### src/rtl/lfsr_descrambler.sv
// Self-synchronising serial descrambler with a fill/lock FSM and a PRBS
// all-zero checker whose error counter saturates.
module lfsr_descrambler #(
    parameter logic [7:0]  P           = 8'b1101_1001,
    parameter int unsigned ERR_W       = 16,
    parameter int unsigned LOSS_THRESH = 4
) (
    input  logic             clk,
    input  logic             reset,
    input  logic             in_valid,
    input  logic             in_bit,
    input  logic             check_en,
    input  logic             clr_err,
    output logic             out_valid,
    output logic             out_bit,
    output logic             locked,
    output logic [ERR_W-1:0] err_cnt
);

    typedef enum logic {StFill, StLocked} state_e;

    localparam logic [3:0] LastFill  = 4'd7;
    localparam logic [3:0] LossLimit = 4'(LOSS_THRESH - 1);

    state_e           state_q, state_d;
    logic [7:0]       h_q, h_d;
    logic [3:0]       fill_q, fill_d;
    logic [3:0]       consec_q, consec_d;
    logic             out_valid_q, out_valid_d;
    logic             out_bit_q, out_bit_d;
    logic [ERR_W-1:0] err_q, err_d;

    logic d;
    logic chk_err;
    logic lose_lock;

    // Taps use the history as it was before this bit shifts in.
    assign d         = in_bit ^ (^(P & h_q));
    assign chk_err   = check_en & d;
    assign lose_lock = chk_err && (consec_q == LossLimit);

    // State register
    always_ff @(posedge clk) begin
        if (reset) begin
            state_q <= StFill;
        end else begin
            state_q <= state_d;
        end
    end

    // Next-state logic
    always_comb begin
        state_d = state_q;
        if (in_valid) begin
            unique case (state_q)
                StFill:   if (fill_q == LastFill) state_d = StLocked;
                StLocked: if (lose_lock) state_d = StFill;
                default:  state_d = StFill;
            endcase
        end
    end

    // Datapath next-state
    always_comb begin
        h_d         = h_q;
        fill_d      = fill_q;
        consec_d    = consec_q;
        out_valid_d = 1'b0;
        out_bit_d   = out_bit_q;
        err_d       = err_q;
        if (in_valid) begin
            h_d = {h_q[6:0], in_bit};
            if (state_q == StFill) begin
                fill_d = (fill_q == LastFill) ? 4'd0 : fill_q + 4'd1;
            end else begin
                out_valid_d = 1'b1;
                out_bit_d   = d;
                if (chk_err) begin
                    if (err_q != {ERR_W{1'b1}}) err_d = err_q + 1'b1;
                    // History is kept on loss of lock; only the fill count restarts.
                    if (lose_lock) begin
                        consec_d = 4'd0;
                        fill_d   = 4'd0;
                    end else begin
                        consec_d = consec_q + 4'd1;
                    end
                end else begin
                    consec_d = 4'd0;
                end
            end
        end
        if (clr_err) err_d = '0;
    end

    always_ff @(posedge clk) begin
        if (reset) begin
            h_q         <= '0;
            fill_q      <= '0;
            consec_q    <= '0;
            out_valid_q <= 1'b0;
            out_bit_q   <= 1'b0;
            err_q       <= '0;
        end else begin
            h_q         <= h_d;
            fill_q      <= fill_d;
            consec_q    <= consec_d;
            out_valid_q <= out_valid_d;
            out_bit_q   <= out_bit_d;
            err_q       <= err_d;
        end
    end

    // Output logic
    always_comb begin
        locked    = (state_q == StLocked);
        out_valid = out_valid_q;
        out_bit   = out_bit_q;
        err_cnt   = err_q;
    end

endmodule

### config.mk
export PLATFORM = sky130hd
export DESIGN_NAME = lfsr_descrambler
export DESIGN_NICKNAME = d
export VERILOG_FILES = /design/src/rtl/lfsr_descrambler.sv
export SDC_FILE = /design/constraint.sdc
export NUM_CORES = 1
export LEC_CHECK = 0
export ABC_AREA = 1
export BUFFER_PORTS_ARGS = -buffer_cell sky130_fd_sc_hd__buf_2
export CAP_MARGIN = 5
export CORE_MARGIN = 1
export CORE_UTILIZATION = 30
export DETAILED_ROUTE_END_ITERATION = 10
export GPL_TIMING_DRIVEN = 0
export SETUP_SLACK_MARGIN = 0.2
export SLEW_MARGIN = 40
export SYNTH_ARGS = -nofsm -noshare
export SYNTH_HDL_FRONTEND = slang
export SYNTH_SLANG_ARGS = --single-unit
### constraint.sdc
create_clock -name clk -period 3.86 [get_ports clk]
set_clock_uncertainty 0.1 [all_clocks]
set_input_delay 0.386 -clock clk [delete_from_list [all_inputs] [get_ports clk]]
set_output_delay 0.386 -clock clk [all_outputs]
set_load 0.02 [all_outputs]
Word level (Yosys, flattened, before mapping)
Cells that the tools add are included.
{"block": "op_classes", "n_bitwise": 4, "add_sub_neg": 3, "n_lt_le_gt_ge": 0, "n_eq_ne": 5, "div": 0, "mul": 0, "mux": 10, "reduce_logical": 7, "shift": 0}
{"cell": "2-to-1 mux 4 bit", "count": 6}
{"cell": "adder 16 x 1 -> 16 bit (second input constant)", "count": 1}
{"cell": "inequality test 16 bit (second input constant)", "count": 1}
{"cell": "adder 4 x 1 -> 4 bit (second input constant)", "count": 2}
{"cell": "parity 8 bit", "count": 1}
{"cell": "equality test 4 x 2 -> 1 bit (second input constant)", "count": 1}
{"cell": "equality test 4 x 3 -> 1 bit (second input constant)", "count": 1}
{"cell": "inequality test 2 x 1 -> 1 bit (second input constant)", "count": 2}
{"cell": "AND reduction 4 bit", "count": 1}
{"cell": "OR reduction 2 bit", "count": 2}
{"cell": "2-to-1 mux 1 bit", "count": 3}
{"cell": "AND reduction 3 bit", "count": 1}
{"cell": "NOT 1 bit", "count": 2}
{"cell": "one-hot mux 1 bit (2 select lines)", "count": 1}
{"cell": "AND reduction 2 bit", "count": 1}
{"cell": "AND 1 bit", "count": 1}
{"cell": "logical AND 1 bit", "count": 1}
{"cell": "bitwise XOR 1 bit", "count": 1}
{"block": "totals", "out_inout_bits": 19, "n_memories": 0, "rom_bits": 0, "register_bits": 35, "word_cells": 36, "latchBits": 0, "mem_bits_rw": 0}

Longest topological paths before layout
{"block": "depth", "depth_word": 7, "depth_mapped": 12}

Least setup slack after synthesis
No wires, ideal clock.
{"block": "synth_path", "path_type": "register -> register", "start": "register err_q[0] (netlist: err_cnt[0])", "end": "register err_q[2] (netlist: err_cnt[2])", "arrival_time_ns": 1.657, "required_ns": 3.689, "n_path_buf": 1, "stages_incl_launch_ff": 11, "path_slack_ns": 2.032, "setup_ns": 0.071, "cell_sequence": "dfxtp_1 > ha_1 > inv_1 > nor2_4 > nand3_2 > nor2_4 > nor2_4 > nand3_4 > buf_12 > nand2_1 > a21oi_2"}
{"block": "synth_between", "elab_chain_cells": 2}
{"element": "from (decl)", "line": "31", "text": "logic [ERR_W-1:0] err_q, err_d;"}
{"element": "from (signal assigned)", "line": "109", "text": "err_q <= err_d;"}
{"element": "parallel branches: the longest is 2 deep, another holds adder 16 x 1 -> 16 bit"}
Several ways; the timed one is not identified.
A chain may end at the register's enable or synchronous reset.

Worst setup path in the final report
Same ends and word-level chain as after synthesis.

==> impl_metrics.yaml <==
logic_synthesis:
  muxShareOfSynthArea_pct: 0
  synth_warnings: 0
  synth_most_common_cell: "nand2_1"
  synth-compound-area-share_pct: 14.1
  synth_area_leaders: "dfxtp_1 37%, nand2_1 13%, nand3_1 9.1%"
  syn_nets: 279
  ys_types: 25
  netlist_area_um2: 1920
  synth_flop_cell: "dfxtp_1"
  synth_top_cell_by_area: "dfxtp_1"
  synth_commonest_cells: "65 x nand2_1, 35 x dfxtp_1, 35 x nand3_1, 23 x inv_1, 22 x a21oi_1"
  synth_fa_ha_area_share_pct: 1.96
  syn_area_per_cell_um2: 7.11
  synthArstFlopShare_pct: 0
  synthXorXnorAreaFrac_pct: 6.84
  synth_edf_count: 0
  netlist_instances: 270
  synth_seq_area_share_pct: 36.5
  synthSimpleGateAreaFrac_pct: 33.1
  synth_top_family_by_area: "simple AND/OR/NAND/NOR gates"
  netlist.area_leader.share_pct: 36.5
  synth_seq_cells: 35
cells_and_area:
  fin_nets: 309
  n_antenna_cell: 0
  synthToLayoutAreaGrowth_pct: 15.5
  fillCellCount: 659
  layoutNonFillerInstCount: 375
  final_layout_size_suffix_gt1_share_pct: 19.7
critical_path:
  path_cells: "ha_1, inv_1, nor2_4, nand3_2, nor2_4, nor2_4, nand3_4, buf_12, nand2_1, a21oi_2"
  path_class: "register to register"
  critPathMaxStageDelay_ps: 460
  regToRegSetupSlack_ps: 1940
  start_kind: "register"
  cp-end-kind: "register"
  crit_arrival_ps: 2030
  worst_path_max_delay_cell: "dfxtp_1"
  critPathMaxFanout: 10
  crit_top_cell: "nor2_4"
  crit_required_ps: 3970
  path_buf_inv: 2
  crit_family: "simple AND/OR/NAND/NOR gates"
global_route:
  grt_use_total_pct: 13.9
  grt_pass1_vias: 1626
  antenna_found_initial: 0
  overflow: 0
  grt_pass1_wl_mm: 7.27
  grt_max_degree: 11
timing:
  finalCritPeriodShare_pct: 49.7
  tightest_slew_ps: 741
  post-route-min-period_ps: 1920
  drv_slew: 0
  setup_viol: 0
  fmax_mhz: 521
  rsz0062_at_grt: "no"
  fin_setup_tns_ps: 0
  finalHoldViolCount: 0
  maxSlewHeadroom_pct: 50.6
clock_tree:
  ctsResizeCount: 0
  cts_setup_buffers: 0
  cts.sinks: 35
  cts_root_buf: "clkbuf_8"
  ctsHoldBuffers: 0
  cts_made_buffers: 5
  clock_latency_ps: 290
  cts.htree.levels: 2
  clock_path_buffers: 2
  cts_tree: "done"
  clk_pin_slew_ps: 70
status:
  outcome: "finished, final reports clean"
power:
  pwr-share-seq_pct: 52.9
  p_clk_share_pct: 38.6
  netSwitchingPower_mw: 0.179
  vdd_drop_max_mv: 0.186
  pwr_density_cell_nw_per_um2: 319
  switching_share_pct: 25.4
  p_comb_share_pct: 8.5
  p_int_mw: 0.528
  p_leak_nw: 0.877
hold_path:
  hp-class: "input pin to register"
place:
  place.port_buffers: 23
  place.gp.congestion: 0.833
  dp_hpwl_mm: 3.08
  dp.cells: 368
die:
  io_pins: 25
  core-area_um2: 6060
  rows: 28
  dieArea_um2: 6720
  die_h_um: 82.0
  fp.dieW_um: 82.0
  start_util_pct: 31.7
routing:
  ant_nets: 0
  vias: 1760
  drc: 0
  wirelength_mm: 4.09
  dr.pass1.iters: 4
  vias_per_cell: 4.69
  drt_iter0_markers: 71
  wire_per_inst_um: 10.9
run:
  cap_violations: 0
per-layer routing:
metal	track usage [%]	share of wire, %	vias up
li1	-	-	942
met1	17.6	50	785
met2	23.3	45	28
met3	2.67	3.1	5
met4	4.74	1.3	0
met5	0	0	-
cell families (layout without fill, tap and decap cells):
kind of cell	after synthesis	count (layout)
DFF	35	35
AOI/OAI and AO/OA	46	46
buffers and inverters	33	63
and+or+nand+nor	138	138
xor gates and xnor gates	15	15
adders and majority gates	3	3
final timing paths:
check / startpoint / endpoint / depth (start not counted)
max reg2reg: err_cnt[0] / err_cnt[2] / 10
min: clr_err / err_cnt[0] / 4
max: err_cnt[0] / err_cnt[2] / 10
min reg2reg: h_q[6] / h_q[7] / 2
worst register-to-register path, stage by stage, from the launching register on:
cell and delay (ps):
dfxtp_1 460, ha_1 270, inv_1 90, nor2_4 170
nand3_2 110, nor2_4 110, nor2_4 80, nand3_4 140
buf_12 150, nand2_1 60, a21oi_2 120
power by group through the flow:
stage               clock, mW  sequential [mW]  combinational (mW)
floorplan                   0            0.381              0.0462
global placement            0            0.382              0.0595
finish                  0.273            0.374              0.0598
global route            0.297            0.375              0.0705
detailed placement          0            0.383              0.0607
CTS                     0.284            0.374              0.0609
registers in the layout, indices dropped and copies added, names as in the netlist:
register / count
consec_q: 4
err_cnt: 16
fill_q: 4
h_q: 8
locked: 1
out_bit: 1
out_valid: 1
cells in the final DEF, fill, tap and decap left out:
cell and count:
a21oi_1 22, a21oi_2 10, buf_12 1, buf_2 27, clkbuf_1 3, clkbuf_8 6
clkinv_2 1, dfxtp_1 35, ha_1 3, inv_1 23, inv_2 2, nand2_1 65
nand2_2 5, nand3_1 35, nand3_2 1, nand3_4 1, nand4_1 2, nor2_1 21
nor2_2 2, nor2_4 3, nor3_1 1, o211ai_1 1, o21ai_0 13, or3_1 1
or4_1 1, xnor2_1 7, xor2_1 8
cell type report:
class | instances | area, µm² | share of cell area, %
multi-input cells | 202 | 1070 | 48.4
flip-flops and latches | 35 | 701 | 31.6
repair buffers | 23 | 115 | 5.19
inverters | 25 | 93.8 | 4.23
well taps | 75 | 93.8 | 4.23
clock buffers | 6 | 82.6 | 3.73
plain buffers | 8 | 51.3 | 2.32
clock inverters | 1 | 5.00 | 0.226
stage by stage:
stage	utilization [%]	setup slack (ps)	hold slack, ps	total power [mW]	cell area [µm²]
6_report	36.6	1940	268	0.707	2220
5_1_grt	36.6	1790	291	0.743	2220
4_1_cts	36.6	1930	258	0.719	2220
3_5_place_dp	35.1	1960	375	0.443	2130
3_3_place_gp	35.1	1970	365	0.442	2130
2_1_floorplan	-	2030	350	0.427	1920
Power figures use the tool's default switching activity.
